[src/rtl/serial_word_rx.sv]
// -----------------------------------------------------------------------------
// serial_word_rx
//
// Receives the single-bit stream produced by the upstream 4-bit universal shift
// register (LSB-first in shift-right mode, MSB-first in shift-left mode). It
// frames the stream as start bit (0), WIDTH data bits, an optional even-parity
// bit and a stop bit (1). It reassembles the data word and hands it to the
// consumer through a one-entry valid/ready output register.
//
// Parameters
//   WIDTH      data bits per frame (2..16)
//   PARITY_EN  1 = one even-parity bit follows the data, 0 = none
//
// Ports
//   clk          rising-edge clock
//   rst          asynchronous, active-low reset
//   bit_in       serial data bit, sampled only when bit_valid=1
//   bit_valid    qualifies bit_in; 0 freezes the receiver
//   msb_first    data-field bit order, captured with the start bit
//   word_out     last accepted word, stable while word_valid=1
//   word_valid   word_out holds an unconsumed word
//   word_ready   consumer takes word_out when word_valid & word_ready
//   parity_err   one-cycle pulse after a stop bit when the parity was wrong
//   frame_err    one-cycle pulse after a stop bit that was sampled as 0
//   overrun      sticky: a good word was dropped because the register was full
//   clr_overrun  synchronous clear of overrun (a same-cycle set wins)
// -----------------------------------------------------------------------------
module serial_word_rx #(
   parameter int WIDTH     = 4,
   parameter int PARITY_EN = 1
) (
   input  logic             clk,
   input  logic             rst,
   input  logic             bit_in,
   input  logic             bit_valid,
   input  logic             msb_first,
   output logic [WIDTH-1:0] word_out,
   output logic             word_valid,
   input  logic             word_ready,
   output logic             parity_err,
   output logic             frame_err,
   output logic             overrun,
   input  logic             clr_overrun
);

   localparam int CNT_W = $clog2(WIDTH + 1);

   typedef enum logic [1:0] {
      S_IDLE   = 2'd0,
      S_DATA   = 2'd1,
      S_PARITY = 2'd2,
      S_STOP   = 2'd3
   } state_t;

   // Framing state
   state_t           state_q, state_d;
   logic [CNT_W-1:0] cnt_q,   cnt_d;
   logic [WIDTH-1:0] asm_q,   asm_d;
   logic             msb_q,   msb_d;
   logic             bad_q,   bad_d;

   // Output register and status flags
   logic [WIDTH-1:0] word_q,  word_d;
   logic             valid_q, valid_d;
   logic             perr_q,  perr_d;
   logic             ferr_q,  ferr_d;
   logic             ovr_q,   ovr_d;

   logic             frame_good;
   logic             take;
   logic             ovr_set;

   // --------------------------------------------------------------------------
   // Frame reception
   // --------------------------------------------------------------------------
   always_comb begin
      state_d    = state_q;
      cnt_d      = cnt_q;
      asm_d      = asm_q;
      msb_d      = msb_q;
      bad_d      = bad_q;
      perr_d     = 1'b0;
      ferr_d     = 1'b0;
      frame_good = 1'b0;

      if (bit_valid) begin
         case (state_q)
            S_IDLE: begin
               // A 0 on an idle line is the start bit; the bit order is
               // captured here so later msb_first changes cannot affect it.
               if (!bit_in) begin
                  state_d = S_DATA;
                  cnt_d   = '0;
                  asm_d   = '0;
                  msb_d   = msb_first;
                  bad_d   = 1'b0;
               end
            end

            S_DATA: begin
               if (msb_q) begin
                  asm_d = {asm_q[WIDTH-2:0], bit_in};
               end else begin
                  for (int i = 0; i < WIDTH; i++) begin
                     if (cnt_q == CNT_W'(i)) asm_d[i] = bit_in;
                  end
               end
               cnt_d = cnt_q + CNT_W'(1);
               if (cnt_q == CNT_W'(WIDTH - 1)) begin
                  state_d = (PARITY_EN != 0) ? S_PARITY : S_STOP;
               end
            end

            S_PARITY: begin
               // Even parity: the parity bit must equal the XOR of the data.
               bad_d   = bit_in ^ (^asm_q);
               state_d = S_STOP;
            end

            S_STOP: begin
               state_d    = S_IDLE;
               ferr_d     = ~bit_in;
               perr_d     = bad_q;
               frame_good = bit_in & ~bad_q;
            end

            default: state_d = S_IDLE;
         endcase
      end
   end

   // --------------------------------------------------------------------------
   // Output register / handshake
   // --------------------------------------------------------------------------
   always_comb begin
      word_d  = word_q;
      valid_d = valid_q;
      ovr_set = 1'b0;
      take    = valid_q & word_ready;

      if (frame_good) begin
         // A word being consumed this cycle frees the slot for the new one.
         if (!valid_q || word_ready) begin
            word_d  = asm_q;
            valid_d = 1'b1;
         end else begin
            ovr_set = 1'b1;
         end
      end else if (take) begin
         valid_d = 1'b0;
      end

      ovr_d = ovr_set | (ovr_q & ~clr_overrun);
   end

   always_ff @(posedge clk or negedge rst) begin
      if (!rst) begin
         state_q <= S_IDLE;
         cnt_q   <= '0;
         asm_q   <= '0;
         msb_q   <= 1'b0;
         bad_q   <= 1'b0;
         word_q  <= '0;
         valid_q <= 1'b0;
         perr_q  <= 1'b0;
         ferr_q  <= 1'b0;
         ovr_q   <= 1'b0;
      end else begin
         state_q <= state_d;
         cnt_q   <= cnt_d;
         asm_q   <= asm_d;
         msb_q   <= msb_d;
         bad_q   <= bad_d;
         word_q  <= word_d;
         valid_q <= valid_d;
         perr_q  <= perr_d;
         ferr_q  <= ferr_d;
         ovr_q   <= ovr_d;
      end
   end

   assign word_out   = word_q;
   assign word_valid = valid_q;
   assign parity_err = perr_q;
   assign frame_err  = ferr_q;
   assign overrun    = ovr_q;

endmodule

[config.mk]
export PLATFORM = sky130hd
export DESIGN_NAME = serial_word_rx
export DESIGN_NICKNAME = d
export VERILOG_FILES = /design/src/rtl/serial_word_rx.sv
export SDC_FILE = /design/constraint.sdc
export NUM_CORES = 1
export LEC_CHECK = 0
export CAP_MARGIN = 20
export CELL_PAD_IN_SITES_DETAIL_PLACEMENT = 0
export CELL_PAD_IN_SITES_GLOBAL_PLACEMENT = 1
export CORE_MARGIN = 2
export CORE_UTILIZATION = 38
export CTS_CLUSTER_DIAMETER = 80
export DETAILED_ROUTE_END_ITERATION = 6
export PLACE_DENSITY_LB_ADDON = 0.1
export SYNTH_ARGS = -nofsm -noshare
export SYNTH_HDL_FRONTEND = slang
export SYNTH_SLANG_ARGS = --single-unit
[constraint.sdc]
create_clock -name clk -period 1.67 [get_ports clk]
set_clock_uncertainty 0.15 [all_clocks]
set_input_delay 0.334 -clock clk [delete_from_list [all_inputs] [get_ports clk]]
set_output_delay 0.334 -clock clk [all_outputs]
set_load 0.02 [all_outputs]
==> flow_metrics.py <==
metrics = {
    "clock_tree": {
        "clock_sinks": 19,
        "clockRootBuffer": "clkbuf_4",
        "clock_latency_ns": 0.30,
        "clk_pin_slew_ns": 0.12,
        "h-tree-depth": 1,
        "clock_path_buffers": 2,
        "cts_hold_buf": 0,
        "cts_tree": "yes",
        "cts_made_buffers": 3,
    },
    "drt": {
        "ant_nets": 0,
        "drt-initial-drc-count": 22,
        "finalWirelength_um": 2180,
        "vias": 830,
        "firstDrtPassIters": 4,
        "vias_per_cell": 4.97,
        "post_drt_wl_per_cell_um": 13.0,
        "drc": 0,
    },
    "floorplan": {
        "core_um2": 2710,
        "io_pins": 15,
        "die_h_um": 57.1,
        "die_x_um": 57.1,
        "fp-row-count": 19,
        "dieArea_um2": 3260,
        "start_util": 0.395,
    },
    "critical_path": {
        "cp.arrival_ns": 1.74,
        "reg2regPathDepth": 5,
        "worst_setup_path_start_kind": "input pin",
        "crit_required_ns": 1.71,
        "worst-setup-path-type": "in -> reg",
        "cp-end-kind": "register",
        "cp_max_fo": 7,
    },
    "synth": {
        "synth_area_um2": 1070,
        "synth_top_area_frac": 0.444,
        "yosysTopAreaCell": "dfrtp_1",
        "avgSynthCellArea_um2": 11.3,
        "synth_fa_ha_area_frac": 0.117,
        "synth_area_leaders": "dfrtp_1, ha_1, mux2_2, nand2b_1, o21ai_0",
        "yosysUniqueCellTypes": 28,
        "synth_top_family_by_area": "compound AO/OA/AOI/OAI gates",
        "synthCells": 95,
        "synth.most_common_cell": "dfrtp_1",
        "synth_nets": 112,
        "synthArstFlopShare": 1.00,
        "yosys.area_share.simple": 0.127,
        "synthMuxAreaShare": 0.103,
        "synth_edf_count": 0,
        "synth_common_cells": "dfrtp_1, ha_1, inv_1, nand2_1, mux2_2",
        "synth_compound_area_frac": 0.132,
        "ys_seq_area_frac": 0.444,
        "ys.flop_type": "dfrtp_1",
        "synth_warnings": 0,
        "synthXorXnorAreaFrac": 0.0374,
        "ys_ff_latch": 19,
    },
    "final_layout": {
        "n_antenna_cell": 0,
        "syn_to_final_growth_pct": 40.8,
        "final.fill_count": 262,
        "fin_nets": 154,
        "final_layout_size_suffix_gt1_frac": 0.375,
    },
    "placement": {
        "portBuffers": 14,
        "hpwl_um": 1540,
        "place.gp.congestion": 0.765,
    },
    "global_route": {
        "grt_pass1_wl_um": 3840,
        "grt_antenna_before_repair": 0,
        "grt_start_max_net_pins": 20,
        "grt_use_total": 0.151,
        "grt_pass1_vias": 861,
        "grt.overflow.total": 0,
    },
    "timing": {
        "relSlewSlack": 0.728,
        "hold-worst-slack_ns": 0.211,
        "rsz0062_at_grt": "true",
        "period_share": 1.01,
        "worst_slack_ns": -0.0237,
        "maxSlewViolCount": 0,
        "setup_viol": 6,
        "max_freq_mhz": 590,
        "finalHoldViolations": 0,
        "fin_crit_ns": 1.69,
        "worst_pin_slew_ns": 0.407,
    },
    "worst_hold_path": {
        "min_path_type": "in -> async",
    },
    "pwr": {
        "leakage_nw": 0.730,
        "power.total_mw": 2.40,
        "powerDensity_nw_per_um2": 1590,
        "ir_drop_uv": 1110,
    },
    "status": {
        "status": "finished, violations left",
        "violations": "setup timing",
    },
    "job": {
        "cap_violations": 0,
    },
}
==> kinds of logic (layout without fill, tap and decap cells) <==
group	after synthesis	after routing
AO/OA/AOI/OAI	18	18
XOR/XNOR	3	3
adder cells (fa/ha/maj)	10	10
buffers and inverters	9	50
flip-flops	19	19
multiplexers	10	10
AND/OR/NAND/NOR	26	26
==> cells in the final DEF (no fill, tap or decap), types with 2 or more instances in the layout <==
cell,netlist,final
buf_4,0,22
dfrtp_1,19,18
dlygate4sd2_1,0,9
nand2_1,8,8
ha_1,10,7
inv_1,8,6
mux2_2,7,6
nand2b_1,5,5
clkdlybuf4s50_1,0,5
nor2_1,4,4
o21ai_0,6,4
a211oi_2,2,3
a21oi_1,3,3
nand3_1,3,3
clkbuf_4,0,3
inv_2,0,2
and2b_2,0,2
o21ai_2,0,2
mux2i_1,2,2
xnor2_1,2,2
ha_4,0,2
buf_6,1,2
==> per-layer routing <==
| metal | GRT usage | routed length [um] | up-vias | part of all wire |
|---|---|---|---|---|
| met5 | 0 | 0 | - | 0 |
| met4 | 0.0399 | 19 | 0 | 0.0087 |
| met3 | 0.0272 | 39 | 2 | 0.018 |
| met2 | 0.264 | 1110 | 7 | 0.51 |
| met1 | 0.192 | 1010 | 414 | 0.46 |
| li1 | - | - | 407 | - |
==> power by group <==
group / switching, mW / internal (mW) / leakage, nW
clock network: 0.149 / 0.0929 / 0.0150
logic: 0.622 / 0.761 / 0.466
registers: 0.153 / 0.623 / 0.248
total: 0.923 / 1.48 / 0.730
==> repair_timing <==
item,CTS,global route
endpoints found under the setup margin,20,14
cloned,0,0
resized for setup,17,8
setup buffers,5,4
pin swaps,4,6
==> final timing paths <==
check                                   startpoint                      end  slack, ns
hold reg to reg            word_out[1]$_DFFE_PN0P_  word_out[1]$_DFFE_PN0P_       0.36
hold / removal                                 rst  word_out[1]$_DFFE_PN0P_       0.21
max in group asynchronous                      rst   state_q[0]$_DFFE_PN0P_       0.94
setup / recovery                         bit_valid     asm_q[1]$_DFFE_PN0P_      -0.02
setup reg to reg            state_q[1]$_DFFE_PN0P_     asm_q[1]$_DFFE_PN0P_      -0.02
min in group clk           word_out[1]$_DFFE_PN0P_  word_out[1]$_DFFE_PN0P_       0.36
==> stage by stage <==
step	util	TNS, ns	setup slack (ns)	std cells	instance area, um2
floorplan	-	-0.00186	-0.00186	95	1080
global placement	0.504	-3.65	-0.382	154	1370
detailed placement	0.504	-3.88	-0.376	154	1370
CTS	0.532	-0.194	-0.0355	163	1440
global route	0.556	-0.503	-0.104	167	1510
finish	0.556	-0.0538	-0.0237	167	1510
==> worst max-delay path, stage by stage <==
cell and delay [ns]:
clkdlybuf4s50_1 0.61, a21bo_4 0.29, a211oi_2 0.16, mux2_1 0.34
==> flip-flops by register name (all words and copies together) (netlist names) <==
name / cells
parity_err: 1
overrun: 1
msb_q: 1
frame_err: 1
state_q: 2
bad_q: 1
word_valid: 1
cnt_q: 3
word_out: 4
asm_q: 4
==> cell type report <==
class / instances / area, um2 / area share
clock buffer: 4 / 26.3 / 0.0174
timing repair buffer: 38 / 317 / 0.210
inverter: 8 / 30.0 / 0.0199
sequential: 19 / 477 / 0.316
tap: 31 / 38.8 / 0.0257
multi-input combinational: 67 / 618 / 0.410
Note: power is estimated with default switching activity, not from simulation.
